===== config.mk =====
export PLATFORM = sky130hd
export DESIGN_NAME = key_debounce16
export DESIGN_NICKNAME = d
export VERILOG_FILES = /design/src/rtl/key_debounce16.sv
export SDC_FILE = /design/constraint.sdc
export NUM_CORES = 1
export LEC_CHECK = 0
export CORE_MARGIN = 5
export CORE_UTILIZATION = 35
export CTS_CLUSTER_SIZE = 20
export DETAILED_ROUTE_END_ITERATION = 10
export PLACE_DENSITY_LB_ADDON = 0.25
export SLEW_MARGIN = 20
export SYNTH_ARGS = -nofsm -noshare
export SYNTH_HDL_FRONTEND = slang
export SYNTH_SLANG_ARGS = --single-unit

===== constraint.sdc =====
create_clock -name CLK -period 2.6 [get_ports CLK]
set_input_delay 0.26 -clock CLK [delete_from_list [all_inputs] [get_ports CLK]]
set_output_delay 0.26 -clock CLK [all_outputs]
set_load 0.05 [all_outputs]

===== src/rtl/key_debounce16.sv =====
// Sixteen-key debouncer/latch feeding the cascaded 16-to-4 priority encoder.
// Raw active-low keys are synchronised, filtered on a shared tick, then registered out.
module key_debounce16 #(
   parameter int TICK_DIV = 50000,
   parameter int STABLE_N = 4
) (
   input  logic        CLK,
   input  logic        RST_N,
   input  logic [15:0] KeyRaw,
   input  logic        Enable,
   input  logic        Latch,
   input  logic        Clear,
   output logic [15:0] KeyOut,
   output logic        EI,
   output logic        KeyValid,
   output logic        KeyPress,
   output logic [3:0]  KeyCode
);

   localparam int CW = (TICK_DIV > 2) ? $clog2(TICK_DIV) : 1;

   logic [15:0]   sync1_q;
   logic [15:0]   sync2_q;
   logic [CW-1:0] cnt_q;
   logic [CW-1:0] cnt_d;
   logic          tick;

   logic [15:0]   deb_q;
   logic [15:0]   deb_d;
   logic [15:0]   press_evt;
   logic [15:0]   press_q;

   logic [15:0]   hold_q;
   logic [15:0]   hold_d;
   logic [3:0]    code_q;
   logic [3:0]    code_d;
   logic          kp_q;
   logic          kp_d;
   logic [15:0]   key_out_q;
   logic [15:0]   key_out_d;
   logic          ei_q;
   logic          ei_d;
   logic          valid_q;
   logic          valid_d;
   logic [3:0]    top_idx;

   // Free-running sample tick, independent of Enable.
   assign tick  = (cnt_q == CW'(TICK_DIV - 1));
   assign cnt_d = tick ? '0 : cnt_q + 1'b1;

   always_ff @(posedge CLK or negedge RST_N) begin
      if (!RST_N) begin
         sync1_q <= '1;
         sync2_q <= '1;
         cnt_q   <= '0;
      end else begin
         sync1_q <= KeyRaw;
         sync2_q <= sync1_q;
         cnt_q   <= cnt_d;
      end
   end

   genvar gi;
   generate
      for (gi = 0; gi < 16; gi++) begin : g_key
         logic [STABLE_N-1:0] shift_q;
         logic [STABLE_N-1:0] shift_nx;
         logic                rel_evt;

         assign shift_nx      = {shift_q[STABLE_N-2:0], sync2_q[gi]};
         assign press_evt[gi] = tick & (shift_nx == '0) & deb_q[gi];
         assign rel_evt       = tick & (&shift_nx) & ~deb_q[gi];
         assign deb_d[gi]     = press_evt[gi] ? 1'b0 : (rel_evt ? 1'b1 : deb_q[gi]);

         always_ff @(posedge CLK or negedge RST_N) begin
            if (!RST_N) begin
               shift_q <= '1;
            end else if (tick) begin
               shift_q <= shift_nx;
            end
         end
      end
   endgenerate

   // press_q carries this tick's press set into the output stage one edge later.
   always_ff @(posedge CLK or negedge RST_N) begin
      if (!RST_N) begin
         deb_q   <= '1;
         press_q <= '0;
      end else begin
         deb_q   <= deb_d;
         press_q <= press_evt;
      end
   end

   always_comb begin
      top_idx = 4'd0;
      for (int i = 0; i < 16; i++) begin
         if (press_q[i]) begin
            top_idx = 4'(i);
         end
      end
   end

   // A press beats a coincident Clear; nothing latches while the keypad is disabled.
   always_comb begin
      hold_d = hold_q;
      code_d = code_q;
      kp_d   = 1'b0;
      if (Enable) begin
         if (|press_q) begin
            kp_d   = 1'b1;
            code_d = top_idx;
            hold_d = ~(16'h0001 << top_idx);
         end else if (Clear) begin
            hold_d = '1;
         end
      end
      key_out_d = Enable ? (Latch ? hold_d : deb_q) : '1;
      valid_d   = Enable & (deb_q != '1);
      ei_d      = ~Enable;
   end

   always_ff @(posedge CLK or negedge RST_N) begin
      if (!RST_N) begin
         hold_q    <= '1;
         code_q    <= '0;
         kp_q      <= 1'b0;
         key_out_q <= '1;
         ei_q      <= 1'b1;
         valid_q   <= 1'b0;
      end else begin
         hold_q    <= hold_d;
         code_q    <= code_d;
         kp_q      <= kp_d;
         key_out_q <= key_out_d;
         ei_q      <= ei_d;
         valid_q   <= valid_d;
      end
   end

   assign KeyOut   = key_out_q;
   assign EI       = ei_q;
   assign KeyValid = valid_q;
   assign KeyPress = kp_q;
   assign KeyCode  = code_q;

endmodule

==> metrics <==
total die area=0.02225 sq mm; setup_tns=0 ps; die width=149.2 um; commonest non-fill, non-tap cells in the layout=nand2_1 (161), dfstp_2 (129), nor2_1 (44); later-pin clock latency in the skew report=420 ps; routed length per instance=14.90 um; initial antenna violation count=0; number of global-route vias before repair=4704; Post-synth ARST share=100.0%; Req. time, crit path=2880 ps; IO Port Bufs=43; Cells after DPL=917; crit end category=flop; post-cts resize count=0; Leakage=0.003274 uW; final hold violations=0; fin crit period=2269 ps; WL final=14150 um; sequential-to-total area share from yosys stat=64.04%; Net Count, Synth=646; cell area power density=673.8 mW/mm^2; global route overflow=0; Pwr Total=5504 uW; first-pass GRT wire length=23700 um; Clock Tree Root=clkbuf_16; syn_area_per_cell=10.86 sq um; crit path launch type=flop; Final ANT Viol Nets=0; Total GRT Usage=13.39%; Slew @ Worst Pin=791.9 ps; number of synthesized flops with an enable pin=0; placeable core area=0.01927 sq mm; vias per inst=4.916; RSZ-0062 raised after global routing=false; status=complete, no violations; ys flop type=dfstp_2; DRT iter0 DRCs=267; Setup Skew=10.01 ps; Yosys reg bits=167; # Max-Cap Violations=0; gpl congestion=0.8827; Synth Cell Area=0.006778 sq mm; Hold WS=240.6 ps; maximum root-to-sink buffer count=2; critical path class=flop to flop; DP HPWL=9727 um; final cell count without fillers=950; VDD IR-drop max=408.4 uV; clk sinks=167; Die Y=149.2 um; antenna diode count=0; Initial Util=35.17%; worst endpoint data arrival time=2550 ps; period utilization=87.26%; CTS H-tree lvls=4; number of distinct library cells after synthesis=51; crit path max fanout=65; Final #Nets=694; TritonCTS buffer count=17; Fmax achieved=0.4408 GHz; setup violators final=0; Synthesis Warnings=0; clock-pin slew on the worst setup and hold paths=70 ps; Slew Limit Fails=0; Vias=4670; clock tree from TritonCTS=done; largest net degree at the start of global routing=74; FP Rows=51; Fillers=1820; post-synthesis instance total=624; area delta synth->final=20.51%; Worst slew margin=46.37%; drt first pass iters=5; layout cells sized above 1=26.28%; DRC viols=0; io pins=44; hold crit path type=input pin to flop; most common cell after layout, fill and taps aside=nand2_1
-- sequential cells by signal, summed over array words and instances, names as in the netlist --
register       count
EI                 1
KeyCode            4
KeyOut            16
KeyPress           1
KeyValid           1
cnt_q             16
deb_q             16
g_key.shift_q     48
hold_q            16
press_q           16
sync1_q           16
sync2_q           16
-- routing by layer --
metal / wire length, um / share of wire [%] / global-route usage (%)
met2: 6545 / 46 / 20.64
met1: 6687 / 47 / 18.36
met3: 663 / 4.7 / 3.555
met4: 255 / 1.8 / 4.668
met5: 0 / 0 / 0
-- critical path: stages, from the launching register on --
cell and delay, ps:
dfrtp_1 380, ha_1 190, and3_1 290, nand4_1 180
buf_12 240, or4_1 450, nor3b_1 390
-- cell usage after synthesis, types with 2 or more instances --
master	count	share of area [%]
nor2_1	44	2.4
clkbuf_1	16	0.89
o41ai_1	2	0.26
nand4_1	16	1.5
nor3b_1	8	0.89
and4_1	3	0.39
nor4_1	5	0.46
a41oi_1	7	0.90
nand3_1	13	0.96
o32a_1	3	0.44
or4_1	17	1.9
dfstp_2	129	50
o21a_1	4	0.44
xnor2_1	4	0.52
nand2_1	161	8.9
o21ai_1	3	0.22
inv_1	15	0.83
xor2_1	10	1.3
and3_1	6	0.55
a21o_1	5	0.55
nor4b_2	2	0.44
nor3_1	13	0.96
buf_2	8	0.59
dfrtp_1	38	14
o21ai_0	13	0.96
nor2b_1	2	0.18
o31ai_1	2	0.22
nor4_4	3	0.94
o22a_1	3	0.39
nand2b_1	7	0.65
o221ai_1	6	0.78
a31oi_1	3	0.28
o211ai_1	4	0.44
a21oi_1	32	2.4
-- per-stage QoR --
step	cell area (sq um)	setup WS (ps)	utilization, %
final	8168	331.3	42.38
after global routing	8168	228.9	42.38
after CTS	8168	283.4	42.38
after detailed placement	7547	299.9	39.16
after global placement	7547	359.5	39.16
after floorplan	6778	771.2	-
-- kinds of logic after synthesis --
| family | count (synthesis) | synth area share [%] |
|---|---|---|
| flops | 167 | 64.04 |
| fa+ha+maj | 1 | 0.1846 |
| simple gates | 310 | 22.37 |
| buf+inv | 39 | 2.308 |
| compound gates | 93 | 9.286 |
| xor+xnor | 14 | 1.809 |
-- repair_timing --
| item | CTS | global route |
|---|---|---|
| hold buffers | 1 | 0 |
| setup buffers | 0 | 0 |
| hold endpoints to repair | 28 | 0 |
-- layout make-up --
type	instances	area [sq um]	share of cell area [%]
Timing Repair Buffer	53	546.8	6.694
Clock inverter	10	146.4	1.792
Inverter	15	56.30	0.6893
Multi-Input combinational cell	418	2282	27.94
Sequential cell	167	4340	53.14
Clock buffer	22	464.2	5.683
Tap cell	265	331.6	4.059
-- where the power goes --
group          total (uW)  switching, uW  internal, uW
Clock                2570            998          1570
Combinational         239            159          79.5
Sequential           2700           18.7          2680
Total                5500           1180          4330
-- path summary, 6_finish.rpt --
| kind | slack [ps] | from | end | cells past startpoint |
|---|---|---|---|---|
| max | 330 | cnt_q[0]$_DFF_PN0_ | press_q[13]$_DFF_PN0_ | 6 |
| min | 240 | KeyRaw[15] | sync1_q[15]$_DFF_PN1_ | 1 |
| max reg2reg | 330 | cnt_q[0]$_DFF_PN0_ | press_q[13]$_DFF_PN0_ | 6 |
| min reg2reg | 350 | sync1_q[13]$_DFF_PN1_ | sync2_q[13]$_DFF_PN1_ | 0 |
| max in group asynchronous | 1500 | RST_N | g_key[8].shift_q[2]$_DFFE_PN1P_ | 3 |
| min in group asynchronous | 310 | RST_N | KeyValid$_DFF_PN0_ | 2 |
No activity file was read; power rests on OpenSTA's default activity.
